--- config.mk ---
export PLATFORM = sky130hd
export DESIGN_NAME = mash111_dsm
export DESIGN_NICKNAME = d
export VERILOG_FILES = /design/src/rtl/mash111_dsm.sv
export SDC_FILE = /design/constraint.sdc
export NUM_CORES = 1
export LEC_CHECK = 0
export ABC_AREA = 0
export CORE_ASPECT_RATIO = 0.9
export CORE_MARGIN = 8
export CORE_UTILIZATION = 50
export CTS_CLUSTER_DIAMETER = 50
export DETAILED_ROUTE_END_ITERATION = 12
export HOLD_SLACK_MARGIN = 0.06
export PLACE_DENSITY_LB_ADDON = 0.25
export SETUP_SLACK_MARGIN = 0.15
export SLEW_MARGIN = 0
export SYNTH_ARGS = -nofsm -noshare
export SYNTH_HDL_FRONTEND = slang
export SYNTH_SLANG_ARGS = --single-unit
--- constraint.sdc ---
create_clock -name clk -period 4.56 [get_ports clk]
set_input_delay 0.684 -clock clk [delete_from_list [all_inputs] [get_ports clk]]
set_output_delay 0.684 -clock clk [all_outputs]
set_load 0.005 [all_outputs]
--- src/rtl/mash111_dsm.sv ---
// Third-order MASH 1-1-1 delta-sigma modulator for a fractional-N divider.
// A shadow register holds the fractional word. Three cascaded first-order
// accumulators produce carries, and a noise-cancel network combines them
// into a small signed divider offset on every enabled reference-clock cycle.
// Optional build macro MASH_DITHER_EN adds a 15-bit LFSR whose LSB is the
// carry-in of the first accumulator.
module mash111_dsm #(
  parameter int unsigned WIDTH = 9,
  parameter int unsigned OUT_W = 4
) (
  input  logic             clk,
  input  logic             rst,
  input  logic             en,
  input  logic [WIDTH-1:0] frac_in,
  input  logic             frac_ld,
  output logic [OUT_W-1:0] div_ofs,
  output logic             ofs_valid,
  output logic [WIDTH-1:0] frac_q
);

  logic [WIDTH-1:0] acc1_q, acc2_q, acc3_q;
  logic             c1_q, c2_q, c3_q;
  logic             c2_dq, c3_dq, c3_ddq;
  logic [WIDTH:0]   sum1, sum2, sum3;
  logic [OUT_W-1:0] y;
  logic             cin;

`ifdef MASH_DITHER_EN
  logic [14:0] lfsr_q;

  // Fibonacci LFSR x^15 + x^14 + 1; it advances only with the modulator
  always_ff @(posedge clk) begin
    if (rst) begin
      lfsr_q <= 15'h1;
    end else if (en) begin
      lfsr_q <= {lfsr_q[13:0], lfsr_q[14] ^ lfsr_q[13]};
    end
  end

  assign cin = lfsr_q[0];
`else
  assign cin = 1'b0;
`endif

  // Cascade sums; each stage adds the wrapped next value of the stage before
  always_comb begin
    sum1 = {1'b0, acc1_q} + {1'b0, frac_q} + {{WIDTH{1'b0}}, cin};
    sum2 = {1'b0, acc2_q} + {1'b0, sum1[WIDTH-1:0]};
    sum3 = {1'b0, acc3_q} + {1'b0, sum2[WIDTH-1:0]};
  end

  // Noise cancel: c1 + (1-z^-1)c2 + (1-z^-1)^2 c3; modulo arithmetic gives two's complement
  always_comb begin
    y = OUT_W'(c1_q) + OUT_W'(c2_q) - OUT_W'(c2_dq) + OUT_W'(c3_q)
        - (OUT_W'(c3_dq) << 1) + OUT_W'(c3_ddq);
  end

  // Shadow fractional word; loads independently of en
  always_ff @(posedge clk) begin
    if (rst) begin
      frac_q <= '0;
    end else if (frac_ld) begin
      frac_q <= frac_in;
    end
  end

  // Accumulators, registered carries, carry delay line and output register
  always_ff @(posedge clk) begin
    if (rst) begin
      acc1_q  <= '0;
      acc2_q  <= '0;
      acc3_q  <= '0;
      c1_q    <= 1'b0;
      c2_q    <= 1'b0;
      c3_q    <= 1'b0;
      c2_dq   <= 1'b0;
      c3_dq   <= 1'b0;
      c3_ddq  <= 1'b0;
      div_ofs <= '0;
    end else if (en) begin
      acc1_q  <= sum1[WIDTH-1:0];
      acc2_q  <= sum2[WIDTH-1:0];
      acc3_q  <= sum3[WIDTH-1:0];
      c1_q    <= sum1[WIDTH];
      c2_q    <= sum2[WIDTH];
      c3_q    <= sum3[WIDTH];
      c2_dq   <= c2_q;
      c3_dq   <= c3_q;
      c3_ddq  <= c3_dq;
      div_ofs <= y;
    end
  end

  // Valid drops on a load and returns after the next enabled step
  always_ff @(posedge clk) begin
    if (rst) begin
      ofs_valid <= 1'b0;
    end else if (frac_ld) begin
      ofs_valid <= 1'b0;
    end else if (en) begin
      ofs_valid <= 1'b1;
    end
  end

endmodule

---- Yosys cells after proc, flatten, opt, wreduce, memory -nomap -nowiden ----
Cells that the tools add are included.
word-level totals
  flip-flop bits (word level) ............. 47
  bits of input ports ..................... 13
  output and inout bits ................... 14
cells by class
  add/subtract/negate cells ............... 8
  reductions and logical operators ........ 1
operators by type and width
  operator          number
  $add A9 B9 Y10    3
  $add A3 B2 Y4     1
  $add A4 B1 Y4     1
  $sub A4 B2 Y4     1
  $sub A2 B1 Y3     1
  $add A1 B1 Y2     1
  $reduce_or A2 Y1  1

---- Depth between registers and ports, before layout ----
Gate-level depths: netlist (run 1).
  depth in word-level cells ............... 5
  mapped depth ............................ 18
  depth with buffers taken out ............ 18

---- Least setup slack after synthesis (run 1) ----
OpenSTA, ideal clock, no wires.
  path type ............................... reg2reg
  from .................................... register frac_q[0]
  to ...................................... register c3_q
  arrival time ............................ 3.554 ns
  setup slack ............................. 0.890 ns
  cell stages (with the launch flop) ...... 19
  path buffers ............................ 0
  clock period less this slack ............ 3.670 ns
  cell sequence ........................... dfxtp_1 ha_1 inv_1 fa_1 nor2b_1 o21a_1 nor2_1 xnor2_1 ha_1 o21ai_0 o21bai_1 a21oi_1 xnor2_1 ha_1 a211o_1 or2_0 o221ai_1 o211ai_1 and3_1
between the ends
  word-level cells in the longest chain between the ends .. 3
ends and longest elaborated chain
  element                 RTL line  text
  from (decl)             18        output logic [WIDTH-1:0] frac_q
  from (signal assigned)  63        frac_q <= frac_in;
  $add A9 B9 Y10          47        sum1 = {1'b0, acc1_q} + {1'b0, frac_q} + {{WIDTH{1'b0}}, cin};
  net sum1[4]             24        logic [WIDTH:0] sum1, sum2, sum3;
  $add A9 B9 Y10          48        sum2 = {1'b0, acc2_q} + {1'b0, sum1[WIDTH-1:0]};
  net sum2[6]             24
  $add A9 B9 Y10          49        sum3 = {1'b0, acc3_q} + {1'b0, sum2[WIDTH-1:0]};
  to (signal assigned)    86        c3_q <= sum3[WIDTH];
  to (decl)               22        logic c1_q, c2_q, c3_q;
The timed path passes the listed nets, and every way through them passes these cells.
A chain may end at the register's enable or synchronous reset.

---- Final worst setup path (run 1) ----
Same ends and word-level chain as after synthesis.

==> flow_metrics.env, run 1 <==
export IMPL_outcome="finished, final reports clean"
export IMPL_hold_depth=2
export IMPL_grtUsageTotal_pct=14.41
export IMPL_crit_type="reg -> reg"
export IMPL_cts_tree="yes"
export IMPL_worst_slew_pin_slew_ns=0.9665
export IMPL_start_kind="flip-flop"
export IMPL_synth_warnings=0
export IMPL_cp_required_ns=4.75
export IMPL_p_per_area_mw_per_mm2=342.7
export IMPL_drtPass1Iterations=4
export IMPL_die_x_microns=98.64
export IMPL_cts_htree_levels=2
export IMPL_clkTransAtPathRegs_ns=0.09
export IMPL_drtIter0Drc=77
export IMPL_antenna_found_initial=0
export IMPL_synth_cell_type_count=50
export IMPL_layout_setup_ws_ns=0.4645
export IMPL_drive_gt1_share_pct=5.738
export IMPL_core_sq_mm=0.006047
export IMPL_slowest_delay_ns=0.39
export IMPL_min_path_type="reg -> reg"
export IMPL_nets=418
export IMPL_grt_pass1_vias=2465
export IMPL_cts_sinks=47
export IMPL_end_kind="flip-flop"
export IMPL_ant_nets=0
export IMPL_avgViaCountPerCell=5.678
export IMPL_layout_commonest_cell="nor2_1"
export IMPL_synth_top_area_share_pct=30.62
export IMPL_critPathSlowestCell="fa_1"
export IMPL_path_max_fanout=5
export IMPL_clock_latency_ns=0.30
export IMPL_dr_total_vias=2487
export IMPL_tns_ns=0
export IMPL_cts_buffers=5
export IMPL_period_share_pct=89.81
export IMPL_hold_violations=0
export IMPL_total_power_mw=1.180
export IMPL_portBuffers=26
export IMPL_cts_resized=0
export IMPL_routabilityCongestion=0.8428
export IMPL_start_util_pct=50.82
export IMPL_setup_violations=0
export IMPL_design_area_sq_mm=0.003443
export IMPL_min_period_ns=4.095
export IMPL_syn_nets=402
export IMPL_reg2reg_depth=18
export IMPL_place_ws_ns=0.5670
export IMPL_async_flop_share_pct=0
export IMPL_ios=27
export IMPL_dp_cells=431
export IMPL_dpl_hpwl_mm=4.413
export IMPL_fp_dieArea_sq_mm=0.008914
export IMPL_utilization_pct=56.94
export IMPL_wirelength_mm=6.146
export IMPL_grt_pass1_wl_mm=10.87
export IMPL_synth_edff_count=0
export IMPL_route_detailed_drc=0
export IMPL_stdcell_count=438
export IMPL_area_delta_synth_final_pct=12.05
export IMPL_ys_seq_elements=47
export IMPL_drv_slew=0
export IMPL_cts_root_buf="clkbuf_8"
export IMPL_crit_arrival_ns=4.28
export IMPL_grt_overflow_total=0
export IMPL_skew_ns=0.01010
export IMPL_wire_per_inst_microns=14.03
export IMPL_rsz0062_at_grt="false"
export IMPL_hold_worst_slack_ns=0.4726
export IMPL_ys_seq_area_share_pct=30.62
export IMPL_grt_max_degree=53
export IMPL_n_fill_cell=562
export IMPL_maxCapViolations=0
export IMPL_yosys_area_top_type="dfxtp_1"
export IMPL_post_cts_setup_buffer_count=0
export IMPL_clk_path_buf_depth=2
export IMPL_synth_area_per_cell_sq_um=8.780
export IMPL_path_cells="ha_1 -> inv_1 -> fa_1 -> nor2b_1 -> o21a_1 -> nor2_1 -> xnor2_1 -> ha_1 -> o21ai_0 -> o21bai_1 -> a21oi_1 -> xnor2_1 -> ha_1 -> a211o_1 -> or2_0 -> o221ai_1 -> o211ai_1 -> and3_1"
export IMPL_placed_area_sq_mm=0.003341
export IMPL_crit_top_cell="ha_1"
export IMPL_max_vdd_ir_drop_uv=189.0
export IMPL_synth_ff_type="dfxtp_1"
export IMPL_holdBufCountCts=0
export IMPL_layout_common_cells="nor2_1, dfxtp_1, ha_1"
export IMPL_rows=27
export IMPL_p_leak_nw=1.579
export IMPL_netlist_area_sq_mm=0.003073
export IMPL_die_h_microns=90.37
export IMPL_synth_area_leaders="dfxtp_1, ha_1, mux2i_1"
export IMPL_antenna_cells=0
export IMPL_max_slew_margin_pct=35.57
export IMPL_max_freq_ghz=0.2442
export IMPL_synthCells=350
power breakdown:
part / internal, mW / switching [mW]
Clock: 0.161 / 0.132
Sequential: 0.455 / 0.0292
Combinational: 0.185 / 0.218
Total: 0.801 / 0.379
sequential cells by signal (all words and copies together), names as in the netlist:
signal     flops
div_ofs        4
c2_dq          1
c1_q           1
acc2_q         9
acc3_q         9
c3_q           1
frac_q         9
acc1_q         9
ofs_valid      1
c3_dq          1
c3_ddq         1
c2_q           1
path summary, 6_finish.rpt:
path                               start                      to  slack, ns
setup / recovery  frac_q[0]$_SDFFE_PP0P_       c3_q$_SDFFE_PP0P_       0.46
hold / removal    acc2_q[7]$_SDFFE_PP0P_  acc2_q[7]$_SDFFE_PP0P_       0.47
setup reg to reg  frac_q[0]$_SDFFE_PP0P_       c3_q$_SDFFE_PP0P_       0.46
hold reg to reg   acc2_q[7]$_SDFFE_PP0P_  acc2_q[7]$_SDFFE_PP0P_       0.47
critical path: cells and delay by family (launching register included):
kind,cells,cell delay [ns]
compound gates,7,1.30
xor+xnor,2,0.28
fa+ha+maj,4,1.30
buf+inv,1,0.07
flops,1,0.36
simple gates,4,0.65
area by class of cell:
| class | instances | area (sq um) | area share [%] |
|---|---|---|---|
| repair buffers | 27 | 257.7 | 7.485 |
| clock inverters | 1 | 30.03 | 0.8721 |
| well taps | 72 | 90.09 | 2.616 |
| inverters | 15 | 56.30 | 1.635 |
| multi-input cells | 270 | 1996 | 57.96 |
| flip-flops and latches | 47 | 940.9 | 27.33 |
| clock buffers | 6 | 72.57 | 2.108 |
logic make-up (layout without fill, tap and decap cells):
group | Yosys count | in the layout | share of synthesized area (%)
AND/OR/NAND/NOR | 114 | 114 | 18.00
XOR/XNOR | 13 | 13 | 3.705
AO/OA/AOI/OAI | 80 | 80 | 18.32
multiplexers | 24 | 24 | 7.818
flip-flops | 47 | 47 | 30.62
buffers and inverters | 33 | 49 | 4.438
adder cells (fa/ha/maj) | 39 | 39 | 17.10
routing by layer:
layer	global-route usage (%)	wire length, microns	up-vias
met5	0	0	-
met4	5.364	107	0
met3	3.621	211	13
met2	24.41	2811	42
met1	17.07	3015	1132
li1	-	-	1300
cells in the mapped netlist, types with 7 or more instances:
| master | instances |
|---|---|
| clkbuf_1 | 7 |
| xnor2_1 | 8 |
| a21oi_1 | 15 |
| o21ai_0 | 12 |
| dfxtp_1 | 47 |
| nand2_1 | 12 |
| a211oi_1 | 13 |
| mux2i_1 | 24 |
| buf_2 | 10 |
| nor2_1 | 53 |
| and3_1 | 7 |
| inv_1 | 15 |
| ha_1 | 34 |
| nor3_1 | 8 |
No activity file was read; power rests on OpenSTA's default activity.
==> run 2: changes to the inputs <==
--- a/config.mk
+++ b/config.mk
@@ -7,7 +7,7 @@
 export LEC_CHECK = 0
 export ABC_AREA = 0
 export CORE_ASPECT_RATIO = 0.9
-export CORE_MARGIN = 8
+export CORE_MARGIN = 2
 export CORE_UTILIZATION = 50
 export CTS_CLUSTER_DIAMETER = 50
 export DETAILED_ROUTE_END_ITERATION = 12
==> run 2 against run 1 <==
Compared with the run above: clock skew down 0.0059 ns; clock-buffer cell count unchanged; routed wire length down 1.9%; fmax up 1.8%; largest cell class unchanged; largest power group unchanged.
==> flow_metrics.env, run 2 (same netlist as run 1, synthesis figures left out) <==
export IMPL_p_per_area_mw_per_mm2=334.4
export IMPL_drtIter0Drc=98
export IMPL_rows=27
export IMPL_die_x_microns=86.64
export IMPL_nets=417
export IMPL_max_freq_ghz=0.2485
export IMPL_cts_resized=0
export IMPL_clkTransAtPathRegs_ns=0.09
export IMPL_grtUsageTotal_pct=19.77
export IMPL_holdBufCountCts=0
export IMPL_dr_total_vias=2514
export IMPL_p_int_uw=747.0
export IMPL_routabilityCongestion=0.8622
export IMPL_drive_gt1_share_pct=5.738
export IMPL_grt_pass1_wl_mm=10.95
export IMPL_wirelength_mm=6.031
export IMPL_drv_slew=0
export IMPL_die_h_microns=78.37
export IMPL_antenna_cells=0
export IMPL_skew_ns=0.004213
export IMPL_path_max_fanout=5
export IMPL_crit_type="reg -> reg"
export IMPL_crit_start="frac_q[0]$_SDFFE_PP0P_"
export IMPL_max_slew_margin_pct=34.86
export IMPL_layout_common_cells="nor2_1, dfxtp_1, ha_1"
export IMPL_rsz0062_at_grt="false"
export IMPL_period_share_pct=88.25
export IMPL_reg2reg_depth=18
export IMPL_cp_required_ns=4.76
export IMPL_wire_per_inst_microns=13.77
export IMPL_antenna_found_initial=0
export IMPL_avgViaCountPerCell=5.740
export IMPL_dpl_hpwl_mm=4.271
export IMPL_area_delta_synth_final_pct=11.24
export IMPL_end_kind="flip-flop"
export IMPL_layout_commonest_cell="nor2_1"
export IMPL_portBuffers=26
export IMPL_cts_tree="yes"
export IMPL_n_fill_cell=558
export IMPL_reg2reg_to="c3_q$_SDFFE_PP0P_"
export IMPL_cts_sinks=47
export IMPL_grt_max_degree=54
export IMPL_drtPass1Iterations=4
export IMPL_crit_arrival_ns=4.23
export IMPL_rrSetupSlack_ns=0.54
export IMPL_clock_latency_ns=0.30
export IMPL_multiInputGateArea_sq_mm=0.001996
export IMPL_pwr_share_seq_pct=42.4
export IMPL_min_period_ns=4.024
export IMPL_seqCellArea_sq_um=940.9
export IMPL_dp_cells=430
export IMPL_start_kind="flip-flop"
export IMPL_clk_path_buf_depth=2
export IMPL_max_vdd_ir_drop_uv=166.8
export IMPL_post_cts_setup_buffer_count=0
export IMPL_maxCapViolations=0
export IMPL_cts_buffers=5
export IMPL_hold_worst_slack_ns=0.4694
export IMPL_outcome="finished, final reports clean"
export IMPL_grt_overflow_total=0
export IMPL_tns_ns=0
export IMPL_combPwrFrac_pct=35.0
export IMPL_cts_root_buf="clkbuf_8"
export IMPL_start_util_pct=51.10
export IMPL_p_leak_nw=1.564
export IMPL_route_detailed_drc=0
export IMPL_setup_violations=0
export IMPL_cp_endpoint="c3_q$_SDFFE_PP0P_"
export IMPL_ios=27
export IMPL_cts_htree_levels=2
export IMPL_p_clk_share_pct=22.5
export IMPL_stdcell_count=438
export IMPL_r2r_start="frac_q[0]$_SDFFE_PP0P_"
export IMPL_min_path_type="reg -> reg"
export IMPL_grt_pass1_vias=2503
export IMPL_p_sw_uw=396.0
export IMPL_core_sq_mm=0.006013
export IMPL_worst_slew_pin_slew_ns=0.9770
export IMPL_hold_violations=0
export IMPL_ant_nets=0
export IMPL_fp_dieArea_sq_mm=0.006790
export IMPL_switching_share_pct=34.64
## run 2: cell count changes in the layout (fill, tap and decap cells not counted), sizes merged
cell,change
buf,-1
bufinv,-1
clkinv,+1
clkinvlp,+1
## run 2: worst min-delay path by stage
stage | startpoint | endpoint | slack (ns) | cells past startpoint
floorplan | acc2_q[7]$_SDFFE_PP0P_ | acc2_q[7]$_SDFFE_PP0P_ | 0.45 | 2
global placement | acc2_q[7]$_SDFFE_PP0P_ | acc2_q[7]$_SDFFE_PP0P_ | 0.46 | 2
detailed placement | acc2_q[7]$_SDFFE_PP0P_ | acc2_q[7]$_SDFFE_PP0P_ | 0.46 | 2
CTS | acc2_q[7]$_SDFFE_PP0P_ | acc2_q[7]$_SDFFE_PP0P_ | 0.47 | 2
global route | acc2_q[7]$_SDFFE_PP0P_ | acc2_q[7]$_SDFFE_PP0P_ | 0.51 | 2
finish | acc2_q[7]$_SDFFE_PP0P_ | acc2_q[7]$_SDFFE_PP0P_ | 0.47 | 2
## run 2: through the flow
step / power (mW) / cell area (sq um) / util (%) / setup WS [ns]
global route: 1.228 / 3418 / 56.85 / 0.2130
floorplan: 0.8034 / 3073 / - / 0.8902
CTS: 1.149 / 3418 / 56.85 / 0.5041
global placement: 0.8852 / 3333 / 55.43 / 0.6594
finish: 1.143 / 3418 / 56.85 / 0.5360
detailed placement: 0.8959 / 3333 / 55.43 / 0.5429
## run 2: metal layers
metal  up-vias  track usage [%]  part of all wire (%)
met5         -                0                     0
met3         9            3.891                   3.7
met1      1164            24.68                    47
met2        40            34.00                    48
li1       1301                -                     -
met4         0            6.406                   1.4
## run 2: power by group through the flow
stage / logic [mW] / registers [mW] / clock network (mW)
5_1_grt: 0.458 / 0.492 / 0.279
4_1_cts: 0.403 / 0.486 / 0.260
6_report: 0.400 / 0.485 / 0.257
3_5_place_dp: 0.401 / 0.495 / 0
3_3_place_gp: 0.392 / 0.493 / 0
2_1_floorplan: 0.316 / 0.488 / 0
## run 2: area by class of cell
cell class,count,area share [%]
clock inverters,2,0.3660
multi-input cells,270,58.38
inverters,15,1.647
repair buffers,26,7.321
well taps,72,2.635
clock buffers,6,2.123
flip-flops and latches,47,27.53
## run 2: critical path, cell delays in order, from the launching register on
cell	delay, ns
dfxtp_1	0.37
ha_1	0.21
inv_1	0.06
fa_1	0.40
nor2b_1	0.17
o21a_1	0.13
nor2_1	0.04
xnor2_1	0.20
ha_1	0.32
o21ai_0	0.13
o21bai_1	0.12
a21oi_1	0.25
xnor2_1	0.16
ha_1	0.29
a211o_1	0.30
or2_0	0.20
o221ai_1	0.24
o211ai_1	0.11
and3_1	0.23
==> run 3: changes to the inputs <==
--- a/config.mk
+++ b/config.mk
@@ -6,6 +6,7 @@
 export NUM_CORES = 1
 export LEC_CHECK = 0
 export ABC_AREA = 0
+export CAP_MARGIN = 20
 export CORE_ASPECT_RATIO = 0.9
 export CORE_MARGIN = 2
 export CORE_UTILIZATION = 50
==> results of run 3 <==
No change in the layout: final DEF, timing and power equal those of run 2.
